$ cat config.mk
export PLATFORM = sky130hd
export DESIGN_NAME = mvu_mem_port_arbiter_flat
export DESIGN_NICKNAME = d
export VERILOG_FILES = /design/src/rtl/mvu_mem_port_arbiter_if.sv /design/src/rtl/mvu_mem_port_arbiter.sv /design/src/flat_wrapper.sv
export SDC_FILE = /design/constraint.sdc
export NUM_CORES = 1
export LEC_CHECK = 0
export BUFFER_PORTS_ARGS = -buffer_cell sky130_fd_sc_hd__buf_2
export CORE_AREA = 2 2 159 161
export DETAILED_ROUTE_END_ITERATION = 12
export DIE_AREA = 0 0 161 163
export PLACE_DENSITY = 0.36
export SETUP_SLACK_MARGIN = 0.02
export SYNTH_ARGS = -nofsm -noshare
export SYNTH_HDL_FRONTEND = slang
export SYNTH_SLANG_ARGS = --single-unit
export TNS_END_PERCENT = 50
$ cat constraint.sdc
create_clock -name clk_i -period 2.5 [get_ports clk_i]
set_clock_uncertainty 0.1 [all_clocks]
set_input_delay 0.375 -clock clk_i [delete_from_list [all_inputs] [get_ports clk_i]]
set_output_delay 0.375 -clock clk_i [all_outputs]
set_load 0.01 [all_outputs]
$ cat src/rtl/mvu_mem_port_arbiter_if.sv
// Requester-side bus bundle for mvu_mem_port_arbiter: flattened per-port request fields
// plus per-port grant/response lines and the shared response data.
interface mvu_mem_port_arbiter_if #(
    parameter int unsigned NumPorts  = 4,
    parameter int unsigned AddrWidth = 32,
    parameter int unsigned DataWidth = 32
);
    logic [NumPorts-1:0]             req;
    logic [NumPorts-1:0]             we;
    logic [NumPorts*AddrWidth-1:0]   addr;
    logic [NumPorts*DataWidth/8-1:0] be;
    logic [NumPorts*DataWidth-1:0]   wdata;
    logic [NumPorts-1:0]             gnt;
    logic [NumPorts-1:0]             rvalid;
    logic [DataWidth-1:0]            rdata;
    logic [NumPorts-1:0]             err;

    modport master (
        output req, we, addr, be, wdata,
        input  gnt, rvalid, rdata, err
    );

    modport slave (
        input  req, we, addr, be, wdata,
        output gnt, rvalid, rdata, err
    );
endinterface

$ cat src/rtl/mvu_mem_port_arbiter.sv
// Round-robin N-port arbiter onto one SRAM bank with latency-matched response routing.
// Optional address range check is enabled by defining MVU_MEM_ARB_RANGE_CHECK_EN.
module mvu_mem_port_arbiter #(
    parameter int unsigned          NumPorts     = 4,
    parameter int unsigned          AddrWidth    = 32,
    parameter int unsigned          DataWidth    = 32,
    parameter int unsigned          MemAddrWidth = 11,
    parameter int unsigned          ReadLatency  = 1,
    parameter logic [AddrWidth-1:0] BaseAddr     = 32'h0020_0000
) (
    input  logic                    clk_i,
    input  logic                    rst_i,
    mvu_mem_port_arbiter_if.slave   bus,
    output logic                    mem_req_o,
    input  logic                    mem_gnt_i,
    output logic                    mem_we_o,
    output logic [MemAddrWidth-1:0] mem_addr_o,
    output logic [DataWidth/8-1:0]  mem_be_o,
    output logic [DataWidth-1:0]    mem_wdata_o,
    input  logic [DataWidth-1:0]    mem_rdata_i,
    output logic                    busy_o
);
    localparam int unsigned BeWidth   = DataWidth / 8;
    localparam int unsigned PtrWidth  = (NumPorts > 1) ? $clog2(NumPorts) : 1;
    localparam int unsigned ByteShift = $clog2(BeWidth);
    localparam int unsigned OutStage  = ReadLatency - 1;

    if (ReadLatency < 1) begin : gen_latency_check
        $error("mvu_mem_port_arbiter: ReadLatency must be >= 1");
    end

    typedef logic [PtrWidth-1:0] ptr_t;

    ptr_t                   ptr_q, ptr_d, sel_idx;
    logic                   gnt_any, sel_we, sel_err;
    logic [NumPorts-1:0]    gnt_vec;
    logic [AddrWidth-1:0]   sel_addr, sel_off;
    logic [BeWidth-1:0]     sel_be;
    logic [DataWidth-1:0]   sel_wdata;
    logic [ReadLatency-1:0] vld_q, vld_d, wr_q, wr_d, err_q, err_d;
    ptr_t [ReadLatency-1:0] idx_q, idx_d;
    logic                   out_vld, out_wr, out_err;
    ptr_t                   out_idx;

    function automatic ptr_t rr_idx(ptr_t base, int unsigned off);
        int unsigned sum;
        sum = 32'(base) + off;
        if (sum >= NumPorts) sum = sum - NumPorts;
        return ptr_t'(sum);
    endfunction

    always_comb begin : arbitrate
        ptr_t cand;
        cand    = '0;
        gnt_any = 1'b0;
        sel_idx = ptr_q;
        for (int unsigned i = 0; i < NumPorts; i++) begin
            cand = rr_idx(ptr_q, i);
            if (!gnt_any && bus.req[cand]) begin
                gnt_any = 1'b1;
                sel_idx = cand;
            end
        end
        // SRAM backpressure and reset both suppress any grant this cycle.
        if (!mem_gnt_i || rst_i) gnt_any = 1'b0;
    end

    assign gnt_vec = gnt_any ? (NumPorts'(1) << sel_idx) : '0;
    assign bus.gnt = gnt_vec;

    always_comb begin : select_fields
        sel_we    = 1'b0;
        sel_addr  = '0;
        sel_be    = '0;
        sel_wdata = '0;
        for (int unsigned p = 0; p < NumPorts; p++) begin
            if (gnt_vec[p]) begin
                sel_we    = bus.we[p];
                sel_addr  = bus.addr[p*AddrWidth +: AddrWidth];
                sel_be    = bus.be[p*BeWidth +: BeWidth];
                sel_wdata = bus.wdata[p*DataWidth +: DataWidth];
            end
        end
    end

    assign sel_off = sel_addr - BaseAddr;

`ifdef MVU_MEM_ARB_RANGE_CHECK_EN
    localparam longint unsigned Span = longint'(BeWidth) << MemAddrWidth;
    assign sel_err = gnt_any && ((sel_addr < BaseAddr) || (64'(sel_off) >= Span));
`else
    assign sel_err = 1'b0;
`endif

    assign mem_req_o   = gnt_any && !sel_err;
    assign mem_we_o    = sel_we;
    assign mem_addr_o  = MemAddrWidth'(sel_off >> ByteShift);
    assign mem_be_o    = sel_be;
    assign mem_wdata_o = sel_wdata;

    assign ptr_d = !gnt_any ? ptr_q :
                   (sel_idx == ptr_t'(NumPorts - 1)) ? '0 : ptr_t'(sel_idx + 1'b1);

    // Stage 0 captures the grant; stage ReadLatency-1 lines up with mem_rdata_i.
    always_comb begin : pipe_next
        vld_d    = '0;
        wr_d     = '0;
        err_d    = '0;
        idx_d    = '0;
        vld_d[0] = gnt_any;
        wr_d[0]  = sel_we;
        err_d[0] = sel_err;
        idx_d[0] = sel_idx;
        for (int unsigned k = 1; k < ReadLatency; k++) begin
            vld_d[k] = vld_q[k-1];
            wr_d[k]  = wr_q[k-1];
            err_d[k] = err_q[k-1];
            idx_d[k] = idx_q[k-1];
        end
    end

    always_ff @(posedge clk_i or posedge rst_i) begin
        if (rst_i) begin
            ptr_q <= '0;
            vld_q <= '0;
            wr_q  <= '0;
            err_q <= '0;
            idx_q <= '0;
        end else begin
            ptr_q <= ptr_d;
            vld_q <= vld_d;
            wr_q  <= wr_d;
            err_q <= err_d;
            idx_q <= idx_d;
        end
    end

    assign out_vld = vld_q[OutStage];
    assign out_wr  = wr_q[OutStage];
    assign out_err = err_q[OutStage];
    assign out_idx = idx_q[OutStage];

    assign bus.rvalid = out_vld ? (NumPorts'(1) << out_idx) : '0;
    assign bus.err    = (out_vld && out_err) ? (NumPorts'(1) << out_idx) : '0;
    assign bus.rdata  = (out_vld && !out_err && !out_wr) ? mem_rdata_i : '0;
    assign busy_o     = |vld_q;
endmodule

$ cat src/flat_wrapper.sv
// flat-port wrapper written by rule: the top's interface ports become plain ports
module mvu_mem_port_arbiter_flat 
#(
    parameter int unsigned          NumPorts     = 4,
    parameter int unsigned          AddrWidth    = 32,
    parameter int unsigned          DataWidth    = 32,
    parameter int unsigned          MemAddrWidth = 11,
    parameter int unsigned          ReadLatency  = 1,
    parameter logic [AddrWidth-1:0] BaseAddr     = 32'h0020_0000
)
  (clk_i, rst_i, mem_req_o, mem_gnt_i, mem_we_o, mem_addr_o, mem_be_o, mem_wdata_o, mem_rdata_i, busy_o, bus_req, bus_we, bus_addr, bus_be, bus_wdata, bus_gnt, bus_rvalid, bus_rdata, bus_err);
  mvu_mem_port_arbiter_if #(.NumPorts(NumPorts), .AddrWidth(AddrWidth), .DataWidth(DataWidth)) bus_i ();
  input  logic clk_i;
  input  logic rst_i;
  output logic mem_req_o;
  input  logic mem_gnt_i;
  output logic mem_we_o;
  output logic [MemAddrWidth-1:0] mem_addr_o;
  output logic [DataWidth/8-1:0] mem_be_o;
  output logic [DataWidth-1:0] mem_wdata_o;
  input  logic [DataWidth-1:0] mem_rdata_i;
  output logic busy_o;
  input wire logic [$bits(bus_i.req)-1:0] bus_req;
  input wire logic [$bits(bus_i.we)-1:0] bus_we;
  input wire logic [$bits(bus_i.addr)-1:0] bus_addr;
  input wire logic [$bits(bus_i.be)-1:0] bus_be;
  input wire logic [$bits(bus_i.wdata)-1:0] bus_wdata;
  output wire logic [$bits(bus_i.gnt)-1:0] bus_gnt;
  output wire logic [$bits(bus_i.rvalid)-1:0] bus_rvalid;
  output wire logic [$bits(bus_i.rdata)-1:0] bus_rdata;
  output wire logic [$bits(bus_i.err)-1:0] bus_err;
  assign bus_i.req = bus_req;
  assign bus_i.we = bus_we;
  assign bus_i.addr = bus_addr;
  assign bus_i.be = bus_be;
  assign bus_i.wdata = bus_wdata;
  assign bus_gnt = bus_i.gnt;
  assign bus_rvalid = bus_i.rvalid;
  assign bus_rdata = bus_i.rdata;
  assign bus_err = bus_i.err;
  mvu_mem_port_arbiter #(.NumPorts(NumPorts), .AddrWidth(AddrWidth), .DataWidth(DataWidth), .MemAddrWidth(MemAddrWidth), .ReadLatency(ReadLatency), .BaseAddr(BaseAddr)) u_core (.clk_i(clk_i), .rst_i(rst_i), .bus(bus_i), .mem_req_o(mem_req_o), .mem_gnt_i(mem_gnt_i), .mem_we_o(mem_we_o), .mem_addr_o(mem_addr_o), .mem_be_o(mem_be_o), .mem_wdata_o(mem_wdata_o), .mem_rdata_i(mem_rdata_i), .busy_o(busy_o));
endmodule
==> metrics.csv, run 1 <==
stage;metric;value;unit
status;status;finished, violations left;
status;failing checks;setup timing;
setup_path;Buf+Inv Stages, Crit Path;5;
yosys;Synth area leaders;a22oi_1 (14%), o21a_1 (14%), a21oi_1 (11%), o21ai_1 (9.3%), and2_1 (8.8%);
setup_path;Worst Path Class, Setup;reg -> out;
run;MaxCap Viol Count;0;
setup_path;CP cell instances;buf_6 > nand2_4 > a21oi_2 > o221ai_2 > inv_2 > ha_4 > buf_12 > buf_6 > a221o_1 > o211ai_1 > a21oi_2 > buf_2;
yosys;Main synth FF type;dfrtp_1;
yosys;largest area contributor in the netlist;a22oi_1;
detailed_routing;# DRC;0;
global_routing;first-pass GRT wire length;22300;µm
min_path;Min-Delay Path Class;in -> reg;
cts;clk slew on worst S/H paths;0.03;ns
place;Final Wtd Congestion;0.738;
yosys;Syn Std Cell Area;2420;µm²
sta;fin crit period;2.83;ns
sta;Final Hold Viols;0;
die;# rows;58;
yosys;asr flop ratio synth;1.00;
sta;Final setup violation count;50;
sta;Max Slew Vio Count;0;
detailed_routing;Pre-Repair DR Iteration Count;4;
power;Max VDD drop;0.260;mV
yosys;Cell variety after synth;30;
sta;fin crit share;1.13;
detailed_routing;wire length reported by the detailed router;17700;µm
setup_path;CP max FO;5;
cells_and_area;Layout fillers;2818;
yosys;syn avg cell area;5.91;µm²
cells_and_area;Nets;1084;
die;Core ar.;24700;µm²
cts;worst-skew pair later-pin latency;0.23;ns
cells_and_area;Layout area overhead;137;%
yosys;most numerous cell in the Yosys netlist;a21oi_1;
place;Detail Placement HPWL;11900;µm
setup_path;CP Launch Type;flop;
setup_path;delay-heaviest family, CP;compound AO/OA/AOI/OAI gates;
setup_path;WP data arrival;2.35;ns
die;I/O pins;409;
detailed_routing;Post-DRT Antenna Nets;0;
power;pwr dens;960;nW/µm²
yosys;EDFF count, synth;0;
cts;TritonCTS clock tree;done;
cts;H-tree depth;1;
cells_and_area;number of inserted diodes;0;
die;Die Ht;163;µm
sta;setup ws final;-0.326;ns
sta;Fin Hold WS;0.493;ns
die;die area;26200;µm²
setup_path;CP Capture Type;primary output;
global_routing;gr ovfl total;0;
cells_and_area;share of cells above drive strength 1;0.624;
detailed_routing;Iter 0 DRT Violations;202;
yosys;sequential fraction of the synthesis area;0.0620;
cells_and_area;non-filler cells, final;1093;
detailed_routing;drt wl/cell;16.2;µm
die;Die Wd;161;µm
cells_and_area;Core Util, Final;0.233;
sta;setup TNS;-13.84;ns
setup_path;CP peak stage delay;0.44;ns
cts;total CTS buffers;3;
yosys;Synth top cells by count;a21oi_1 (53), nor2_1 (52), nand2_1 (51);
yosys;Gate Count Post-Synth;410;
cts;root buffer cell;clkbuf_16;
yosys;Synth top area share;0.136;
place;Placed Cells;1057;
setup_path;Worst EP required;2.03;ns
detailed_routing;vias per cell;3.98;
global_routing;initial antenna violation count;1;
detailed_routing;DR vias;4353;
sta;RSZ-0062 raised after global routing;yes;
global_routing;largest net degree at the start of global routing;38;
power;Lkg Pwr;2.82;nW
cts;Clock Sinks;6;
setup_path;critical path's slowest cell;dfrtp_2;
global_routing;vias in the first global route;4093;
cts;CTS Buffer Depth;2;
global_routing;GRT Resource Usage Total;0.108;
die;initial core utilization;0.0982;
place;PortBufs;320;
sta;fmax;354;MHz
yosys;Synth Warn #;0;
yosys;flops & latches, synth;6;
-- area by class of cell --
cell class | instances | area, µm² | area share
sequential | 6 | 151 | 0.0263
inverter | 7 | 33.8 | 0.00588
multi-input combinational | 352 | 2380 | 0.415
clock buffer | 3 | 75.1 | 0.0131
tap | 330 | 413 | 0.0718
timing repair buffer | 395 | 2690 | 0.468
-- logic make-up (layout without fill, tap and decap cells) --
logic type                 Yosys count  count (layout)  synth area share
other                                1               4           0.00155
DFF                                  6               6            0.0619
adders and majority gates            4               4            0.0207
muxes                                2               2           0.00929
AOI/OAI and AO/OA                  197             197             0.516
buffers and inverters               55             405             0.118
and+or+nand+nor                    145             145             0.272
-- where the power goes --
group          internal (W)  switching, W  total (W)
clock network      0.000205     0.0000513   0.000256
registers          0.000134     0.0000425   0.000177
logic               0.00258       0.00251    0.00508
-- worst reg2reg max path: stages, from the launching register on --
cell      delay (ns)
dfrtp_2         0.44
buf_6           0.13
nand2_4         0.04
a21oi_2         0.05
o221ai_2        0.21
inv_2           0.11
ha_4            0.21
buf_12          0.14
buf_6           0.11
a221o_1         0.30
o211ai_1        0.13
a21oi_2         0.09
buf_4           0.14
buf_6           0.11
buf_6           0.10
buf_6           0.10
buf_6           0.10
-- through the flow --
stage	total power (W)	setup WS, ns	instance area [µm²]
floorplan	0.00230	0.133	2430
global placement	0.00374	-0.236	4670
detailed placement	0.00372	-0.221	4670
CTS	0.00435	-0.293	5010
global route	0.00595	-0.473	5750
finish	0.00552	-0.326	5750
-- registers in the layout, summed over array words and instances (netlist names) --
name           cells
u_core.ptr_q       2
u_core.busy_o      1
u_core.idx_q       2
u_core.out_wr      1
-- repair_timing --
| item | CTS | global route |
|---|---|---|
| pin swaps | 13 | 47 |
| resized for setup | 27 | 87 |
| endpoints found under the hold margin | 3 | 0 |
| setup endpoints to repair | 48 | 52 |
| buffers inserted | 8 | 8 |
| hold buffers | 2 | 0 |
| gates cloned | 2 | 13 |
-- cell usage in the layout, fill, tap and decap left out, drive strengths merged, types with 2 or more instances in the layout --
master and n:
ha 4, dlygate4sd3 2, nor2b 4, buf 384, nand2 51, a22oi 44, inv 7, clkbuf 12
nor2 52, o211ai 4, dfrtp 6, mux2 2, and2 34, o21ai 45, o21a 44, a221o 4
conb 4, a21oi 53
-- final timing paths --
kind,to,cells after the start,slack (ns),start
max in group asynchronous,u_core.ptr_q[1],4,0.93,rst_i
min in group asynchronous,u_core.busy_o,3,0.50,rst_i
max,mem_we_o,12,-0.33,u_core.ptr_q[1]
min reg2reg,u_core.ptr_q[0],1,0.50,u_core.ptr_q[0]
min,u_core.busy_o,3,0.49,mem_gnt_i
max reg2reg,u_core.out_wr,16,-0.24,u_core.ptr_q[1]
-- metal layers --
metal / wire length, µm / GRT usage / vias to the layer above
met3: 1190 / 0.0219 / 9
met2: 8780 / 0.212 / 202
met1: 7590 / 0.124 / 1985
met5: 13 / 0 / -
met4: 169 / 0.00771 / 2
li1: - / - / 2155
(Power assumes the default switching activity.)
==> inputs of run 2 (changes only) <==
==> constraint.sdc (replaced) <==
create_clock -name clk_i -period 2.9 [get_ports clk_i]
set_clock_uncertainty 0.1 [all_clocks]
set_input_delay 0.435 -clock clk_i [delete_from_list [all_inputs] [get_ports clk_i]]
set_output_delay 0.435 -clock clk_i [all_outputs]
set_load 0.01 [all_outputs]
==> metrics.csv, run 2 (synthesized netlist as in run 1, its figures left out) <==
stage;metric;value;unit
status;status;finished, final reports clean;
global_routing;GRT Resource Usage Total;0.0996;
detailed_routing;Pre-Repair DR Iteration Count;4;
place;pre-CTS WS;0.0249;ns
cts;clk slew on worst S/H paths;0.03;ns
cts;H-tree depth;1;
cells_and_area;Regs by FF count;u_core.idx_q (2), u_core.ptr_q (2);
detailed_routing;DR vias;4236;
sta;RSZ-0062 raised after global routing;yes;
setup_path;Worst EP required;2.37;ns
cts;total CTS buffers;3;
setup_path;CP startpoint;u_core.ptr_q[1];
cells_and_area;final instance area;5080;µm²
detailed_routing;drt wl/cell;15.2;µm
sta;fin crit share;1.00;
setup_path;WP data arrival;2.36;ns
power;Total Power;0.00388;W
run;MaxCap Viol Count;0;
detailed_routing;Iter 0 DRT Violations;159;
cells_and_area;share of cells above drive strength 1;0.566;
cells_and_area;most common cell after layout, fill and taps aside;buf_2;
place;Final Wtd Congestion;0.729;
setup_path;Critical Path End;mem_wdata_o[30];
global_routing;largest net degree at the start of global routing;40;
place;Placed Instance Area;4520;µm²
sta;setup ws final;0.00143;ns
cts;root buffer cell;clkbuf_16;
place;Detail Placement HPWL;11400;µm
setup_path;Worst Path Class, Setup;reg -> out;
cells_and_area;Nets;1056;
die;Die Ht;163;µm
setup_path;CP Capture Type;primary output;
cells_and_area;register area;153;µm²
cts;CTS Buffer Depth;2;
setup_path;FF-to-FF End;u_core.out_wr;
detailed_routing;Post-DRT Antenna Nets;0;
setup_path;flop2flop setup slack;0.53;ns
setup_path;Critical R2R Launch;u_core.ptr_q[1];
die;# rows;58;
power;Max VDD drop;0.311;mV
cts;TritonCTS clock tree;done;
cts;Hold Buf Count CTS;0;
sta;fin crit period;2.90;ns
global_routing;gr ovfl total;0;
cells_and_area;footprint of the multi-input gates;2180;µm²
place;Placed Cells;1041;
sta;Max Slew Vio Count;0;
power;pwr dens;764;nW/µm²
setup_path;CP max FO;10;
detailed_routing;# DRC;0;
setup_path;CP Launch Type;flop;
cells_and_area;non-filler cells, final;1066;
cells_and_area;most frequent cells in the layout;buf_2 (320), nand2_1 (51), nor2_1 (50);
min_path;Min-Delay Path Class;in -> async;
sta;Final setup violation count;0;
detailed_routing;vias per cell;3.97;
die;I/O pins;409;
detailed_routing;wire length reported by the detailed router;16200;µm
die;Die Wd;161;µm
global_routing;vias in the first global route;3916;
setup_path;worst r2r path cells;12;
power;Lkg Pwr;2.56;nW
sta;Final Hold Viols;0;
global_routing;first-pass GRT wire length;21000;µm
place;PortBufs;320;
sta;fmax;345;MHz
cts;Clock Sinks;6;
cts;worst-skew pair later-pin latency;0.22;ns
cells_and_area;Core Util, Final;0.206;
die;initial core utilization;0.0982;
cells_and_area;Layout fillers;2827;
cells_and_area;Layout area overhead;110;%
die;die area;26200;µm²
die;Core ar.;24700;µm²
global_routing;initial antenna violation count;3;
## run 2: worst max-delay path, stage by stage (launching register included)
cell and delay (ns):
dfrtp_2 0.45, a21oi_2 0.13, nor2_1 0.06, nor2_2 0.11
o22ai_2 0.12, buf_4 0.16, ha_4 0.20, buf_6 0.15
clkbuf_16 0.17, a21oi_2 0.15, o21ai_2 0.09, a22oi_1 0.14
nor2_1 0.05, buf_2 0.14
## run 2: where the power goes
part           leakage (nW)  internal (W)  total, W  switching (W)
registers            0.0716      0.000117  0.000158      0.0000412
logic                  2.45       0.00167   0.00350        0.00183
clock network        0.0370      0.000177  0.000220      0.0000429
total                  2.56       0.00197   0.00388        0.00191
## run 2: per-stage QoR
stage,hold slack [ns],TNS (ns)
2_1_floorplan,0.141,0
4_1_cts,0.0587,0
6_report,0.0534,0
5_1_grt,0.0781,-4.15
3_3_place_gp,0.292,-0.0112
3_5_place_dp,0.295,0
## run 2: what timing repair did
| action | 4_1_cts | 5_1_grt |
|---|---|---|
| setup buffers | 1 | 13 |
| setup endpoints to repair | 36 | 47 |
| pin swaps | 3 | 25 |
| resized for setup | 3 | 53 |
| gates cloned | 0 | 7 |
## run 2: area by class of cell
| type | count | area share |
|---|---|---|
| antenna | 1 | 0.000493 |
| clock buffer | 3 | 0.0148 |
| inverter | 7 | 0.00616 |
| multi-input combinational | 352 | 0.430 |
| sequential | 6 | 0.0301 |
| tap | 330 | 0.0813 |
| timing repair buffer | 367 | 0.437 |
## run 2: routing by layer
layer,vias to the layer above,global-route usage,routed length [µm]
li1,2099,-,-
met3,10,0.0194,1230
met1,1913,0.113,6690
met2,212,0.197,8190
met4,2,0.0114,114
met5,-,0,13
## run 2: how the worst min path moves through the flow
| stage | start | end | slack (ns) | depth (start not counted) |
|---|---|---|---|---|
| floorplan | rst_i | u_core.busy_o | 0.14 | 1 |
| global placement | rst_i | u_core.out_wr | 0.29 | 2 |
| detailed placement | rst_i | u_core.out_wr | 0.30 | 2 |
| CTS | rst_i | u_core.out_wr | 0.06 | 2 |
| global route | rst_i | u_core.out_wr | 0.08 | 2 |
| finish | rst_i | u_core.out_wr | 0.05 | 2 |
